**src/rtl/enc_backend_seq.sv**
```systemverilog
// Kyber512 encryption back-end sequencer: launches INTT, State_Add and Compress
// in order with single-cycle enables, watchdogs each stage, supports abort with
// drain, and reports run length and error cause.
module enc_backend_seq #(
    parameter int TIMEOUT_CYC = 4096,
    parameter int WD_W        = 13,
    parameter int RUN_W       = 20
) (
    input  logic             clk,
    input  logic             rst,
    input  logic             start,
    input  logic             abort,
    input  logic [2:0]       skip_mask,
    output logic             intt_enable,
    input  logic             intt_done,
    output logic             add_enable,
    input  logic             add_done,
    output logic             comp_enable,
    input  logic             comp_done,
    output logic             busy,
    output logic             done,
    output logic             err,
    output logic [2:0]       err_code,
    output logic [1:0]       cur_stage,
    output logic [RUN_W-1:0] run_cycles
);

    typedef enum logic [2:0] {S_IDLE, S_WAIT, S_DRAIN, S_FINISH, S_ERROR} state_t;

    localparam logic [2:0] CODE_ABORT = 3'd4;
    localparam logic [2:0] CODE_SPUR  = 3'd5;

    // First unskipped stage strictly after cur (0 = none left).
    function automatic logic [1:0] f_next(input logic [1:0] cur, input logic [2:0] mask);
        if (cur == 2'd0 && !mask[0]) return 2'd1;
        if (cur <= 2'd1 && !mask[1]) return 2'd2;
        if (cur <= 2'd2 && !mask[2]) return 2'd3;
        return 2'd0;
    endfunction

    function automatic logic [2:0] f_onehot(input logic [1:0] stage);
        case (stage)
            2'd1:    return 3'b001;
            2'd2:    return 3'b010;
            2'd3:    return 3'b100;
            default: return 3'b000;
        endcase
    endfunction

    state_t             r_state, w_state;
    logic [1:0]         r_stage, w_stage;
    logic [2:0]         r_mask,  w_mask;
    logic [WD_W-1:0]    r_wd,    w_wd;
    logic [RUN_W-1:0]   r_cnt,   w_cnt;
    logic [2:0]         r_en,    w_en;
    logic               r_busy,  w_busy;
    logic               r_done,  w_done;
    logic               r_err,   w_err;
    logic [2:0]         r_code,  w_code;
    logic [RUN_W-1:0]   r_run,   w_run;

    logic [2:0]         w_dones;
    logic [2:0]         w_act_bit;
    logic               w_act_done;
    logic               w_spur;
    logic               w_wd_exp;
    logic [1:0]         w_first;
    logic [1:0]         w_nxt;
    logic [RUN_W-1:0]   w_cnt_inc;
    logic               w_drain;

    assign w_dones    = {comp_done, add_done, intt_done};
    assign w_act_bit  = f_onehot(r_stage);
    assign w_act_done = |(w_dones & w_act_bit);
    assign w_spur     = |(w_dones & ~w_act_bit);
    assign w_wd_exp   = (r_wd == WD_W'(TIMEOUT_CYC - 1));
    assign w_first    = f_next(2'd0, skip_mask);
    assign w_nxt      = f_next(r_stage, r_mask);
    assign w_cnt_inc  = (r_cnt == '1) ? r_cnt : r_cnt + RUN_W'(1);

    // Next-state and registered-output values. FINISH and ERROR last one
    // cycle and accept a new start exactly like IDLE.
    always_comb begin
        w_state = r_state;
        w_stage = r_stage;
        w_mask  = r_mask;
        w_wd    = r_wd;
        w_cnt   = r_cnt;
        w_en    = '0;
        w_busy  = r_busy;
        w_done  = 1'b0;
        w_err   = r_err;
        w_code  = r_code;
        w_run   = r_run;
        w_drain = 1'b0;
        case (r_state)
            S_IDLE, S_FINISH, S_ERROR: begin
                w_state = S_IDLE;
                if (start && !abort) begin
                    w_mask = skip_mask;
                    w_err  = 1'b0;
                    w_code = '0;
                    if (w_first != 2'd0) begin
                        w_state = S_WAIT;
                        w_stage = w_first;
                        w_en    = f_onehot(w_first);
                        w_busy  = 1'b1;
                        w_wd    = '0;
                        w_cnt   = RUN_W'(1);
                    end else begin
                        w_state = S_FINISH;
                        w_done  = 1'b1;
                        w_run   = RUN_W'(1);
                    end
                end
            end
            S_WAIT, S_DRAIN: begin
                w_wd    = r_wd + WD_W'(1);
                w_cnt   = w_cnt_inc;
                // Abort takes effect in the cycle it is seen, so a done in
                // that same cycle already completes the drain.
                w_drain = (r_state == S_DRAIN) || abort;
                if (w_act_done && !w_drain) begin
                    if (w_nxt != 2'd0) begin
                        w_state = S_WAIT;
                        w_stage = w_nxt;
                        w_en    = f_onehot(w_nxt);
                        w_wd    = '0;
                    end else begin
                        w_state = S_FINISH;
                        w_done  = 1'b1;
                        w_busy  = 1'b0;
                        w_stage = 2'd0;
                        w_run   = w_cnt_inc;
                    end
                end else if (w_act_done || w_spur || w_wd_exp) begin
                    w_state = S_ERROR;
                    w_err   = 1'b1;
                    w_busy  = 1'b0;
                    w_stage = 2'd0;
                    if (w_act_done)  w_code = CODE_ABORT;
                    else if (w_spur) w_code = CODE_SPUR;
                    else if (w_drain) w_code = CODE_ABORT;
                    else             w_code = {1'b0, r_stage};
                end else if (w_drain) begin
                    w_state = S_DRAIN;
                end
            end
            default: w_state = S_IDLE;
        endcase
    end

    // State and output registers with synchronous reset.
    always_ff @(posedge clk) begin
        if (rst) begin
            r_state <= S_IDLE;
            r_stage <= '0;
            r_mask  <= '0;
            r_wd    <= '0;
            r_cnt   <= '0;
            r_en    <= '0;
            r_busy  <= 1'b0;
            r_done  <= 1'b0;
            r_err   <= 1'b0;
            r_code  <= '0;
            r_run   <= '0;
        end else begin
            r_state <= w_state;
            r_stage <= w_stage;
            r_mask  <= w_mask;
            r_wd    <= w_wd;
            r_cnt   <= w_cnt;
            r_en    <= w_en;
            r_busy  <= w_busy;
            r_done  <= w_done;
            r_err   <= w_err;
            r_code  <= w_code;
            r_run   <= w_run;
        end
    end

    assign intt_enable = r_en[0];
    assign add_enable  = r_en[1];
    assign comp_enable = r_en[2];
    assign busy        = r_busy;
    assign done        = r_done;
    assign err         = r_err;
    assign err_code    = r_code;
    assign cur_stage   = r_stage;
    assign run_cycles  = r_run;

endmodule

```
**config.mk**
```make
export PLATFORM = sky130hd
export DESIGN_NAME = enc_backend_seq
export DESIGN_NICKNAME = d
export VERILOG_FILES = /design/src/rtl/enc_backend_seq.sv
export SDC_FILE = /design/constraint.sdc
export NUM_CORES = 1
export LEC_CHECK = 0
export ABC_AREA = 1
export BUFFER_PORTS_ARGS = -buffer_cell sky130_fd_sc_hd__buf_2
export CAP_MARGIN = 20
export CORE_AREA = 2 2 108 84
export DETAILED_ROUTE_END_ITERATION = 10
export DIE_AREA = 0 0 110 86
export GPL_ROUTABILITY_DRIVEN = 0
export GPL_TIMING_DRIVEN = 1
export PLACE_DENSITY = 0.6
export RECOVER_POWER = 50
export SYNTH_ARGS = -nofsm -noshare
export SYNTH_HDL_FRONTEND = slang
export SYNTH_SLANG_ARGS = --single-unit
```
**constraint.sdc**
```tcl
create_clock -name clk -period 1.8 [get_ports clk]
set_input_delay 0.36 -clock clk [delete_from_list [all_inputs] [get_ports clk]]
set_output_delay 0.36 -clock clk [all_outputs]
set_load 0.005 [all_outputs]
```
==> results.md <==
- Outcome: complete, no violations
- Crit path required time: around 2 ns
- Fmax: 0.591 GHz
- Crit Path Category: reg2reg
- WHS: 0.261 ns
- RSZ-0062 raised after global routing: yes
- DRC violations left: 0
- Total Routed Length: 8910 microns
- Layout Utilization: 0.518
- Warnings, synthesis: 0
- Fin Setup TNS: 0 ns
- Syn Inst Count: 539
- Distinct cells, synth: 38
- Die Height: 86 microns
- Via Count: 3490
- Maximum fanout along the worst path: 13
- Register area share after synthesis: 0.380
- Hold Crit Class: in2reg
- P_leak: 1.87 nW
- Post-route ant nets: 0
- First-pass GRT wire length: 15100 microns
- Core Region: 8310 sq um
- Die area: 9460 sq um
- Clock root cell: clkbuf_8
- Synthesis-stage register bit count: 70
- Syn Nets: 551
- Most frequent cells in the layout: nand2_1 (135), nor2_1 (79), dfxtp_1 (68)
- Power Total: about 3.3 mW
- Power per cell area: 763 nW/um^2
- Post-route minimum period: 1.69 ns
- Post-route clock period utilization: 0.940
- # clock sinks: 70
- Finished Layout Cells: 709
- Largest net degree at the start of global routing: 20
- Grt ovf: 0
- CTS tree: yes
- Worst clock skew: around 0.012 ns
- Worst VDD drop: 0.467 mV
- Initial antenna violation count: 0
- Data arrival, critical path: 1.93 ns
- Final Max Slew Viols: 0
- CTS max path bufs: 2
- Num rows: 29
- Setup crit end kind: register
- # Max-Cap Violations: 0
- CTS clk-pin slew, worst paths: 0.08 ns
- Area grow syn2layout: 16.7%
- Vias in the first global route: 3255
- H-tree depth: 3
- Port buffer count: 40
- Die W: 110 microns
- 1st-pass router iterations: 5
- Fin. Hold Viols: 0
- Syn_area_per_cell: ~7 sq um
- Initial DRC count: 199
- Setup crit start kind: register
- ANT cells: 0
- Clk Latency, worst-skew pair: 0.35 ns
- Max-slew headroom: 0.728
- Slew @ Worst Pin: 0.406 ns
- Most common flop cell mapped by yosys: dfxtp_1
- Hold_buf cts: 0
- Cell count after placement: 694
- Via/cell ratio: 4.92
- GRT Util Overall: 0.205
- Routed WL per cell: 12.6 microns
- Async set or reset register ratio after synthesis: 0
- EDFF count, synth: 0
- Mapped Area: 3690 sq um
- Final HPWL DP: 6530 microns
- Starting Density: 0.444
- IO Pins: 41
- Setup Viol. Count Final: 0
- Most common cell after layout, fill and taps aside: nand2_1
- Share of cells above drive strength 1: 0.185
- Nets: slightly above 600
- CTS buffer count: 9
-- logic make-up (layout without fill, tap and decap cells) --
group,after synthesis,count (layout),share of synthesized area
adder cells (fa/ha/maj),2,2,0.00679
AO/OA/AOI/OAI,72,72,0.104
flip-flops,70,70,0.380
XOR/XNOR,6,6,0.0143
buffers and inverters,69,131,0.0913
AND/OR/NAND/NOR,320,320,0.404
-- routing by layer --
metal  up-vias  routed length (microns)  share of wire  GRT usage
met1      1559                     4820           0.54      0.307
met2        72                     3550           0.40      0.282
met4         0                       78         0.0088     0.0575
met3         8                      467          0.052     0.0593
met5         -                        0              0          0
li1       1851                        -              -          -
-- cells in the mapped netlist, types with 6 or more instances --
cell type | instances | share of area
a21oi_1 | 40 | 0.054
dfxtp_1 | 70 | 0.38
inv_1 | 47 | 0.048
nand2_1 | 135 | 0.14
nand2_2 | 13 | 0.022
nand3_1 | 44 | 0.060
nand3_2 | 11 | 0.030
nand3b_1 | 7 | 0.014
nand4_1 | 11 | 0.019
nor2_1 | 82 | 0.084
o21ai_0 | 23 | 0.031
xor2_1 | 6 | 0.014
-- registers in the layout (all words and copies together), names as in the netlist, 2 cells and up --
| register | count |
|---|---|
| r_en | 3 |
| r_mask | 3 |
| err_code | 3 |
| r_state | 3 |
| r_cnt | 20 |
| r_wd | 13 |
| run_cycles | 20 |
| cur_stage | 2 |
-- metrics by stage --
stage	worst slack, ns	instance area [sq um]
6_report	0.109	4300
3_5_place_dp	0.0666	4080
4_1_cts	0.0337	4280
3_3_place_gp	0.0948	4080
5_1_grt	-0.0288	4300
2_1_floorplan	0.140	3690
-- repair_timing --
action / in CTS / in global routing
setup endpoints to repair: 0 / 27
setup buffers: 0 / 0
gates resized for setup: 0 / 10
hold endpoints to repair: 0 / 0
-- where the power goes --
part	internal, mW	switching (mW)	leakage (nW)
sequential	1.59	0.0253	0.567
combinational	0.105	0.211	1.21
clock	0.771	0.584	0.0994
total	2.46	0.820	1.87
-- path summary, 6_finish.rpt --
path / start / to / slack [ns] / cells past startpoint
max: r_cnt[1]$_SDFFE_PP0P_ / run_cycles[0]$_SDFFE_PP0P_ / 0.11 / 10
min: skip_mask[0] / r_en[0]$_SDFF_PP0_ / 0.26 / 2
max reg2reg: r_cnt[1]$_SDFFE_PP0P_ / run_cycles[0]$_SDFFE_PP0P_ / 0.11 / 10
min reg2reg: err_code[0]$_SDFFE_PP0P_ / err_code[0]$_SDFFE_PP0P_ / 0.46 / 2
-- worst max-delay path, stage by stage, from the launching register on --
cell,delay (ns)
dfxtp_1,0.34
ha_1,0.19
nand3_2,0.12
inv_2,0.12
nand2_4,0.08
nor2_4,0.15
nand2_4,0.15
nand2_1,0.10
nand3_1,0.09
nor2_1,0.17
nor2_1,0.06
-- layout make-up --
class,count,area [sq um]
Clock buffer,11,131
Timing Repair Buffer,64,377
Tap cell,108,135
Sequential cell,70,1400
Fill cell,851,4010
Inverter,52,200
Clock inverter,4,72.6
Multi-Input combinational cell,400,1980
Note: power is estimated with default switching activity, not from simulation.
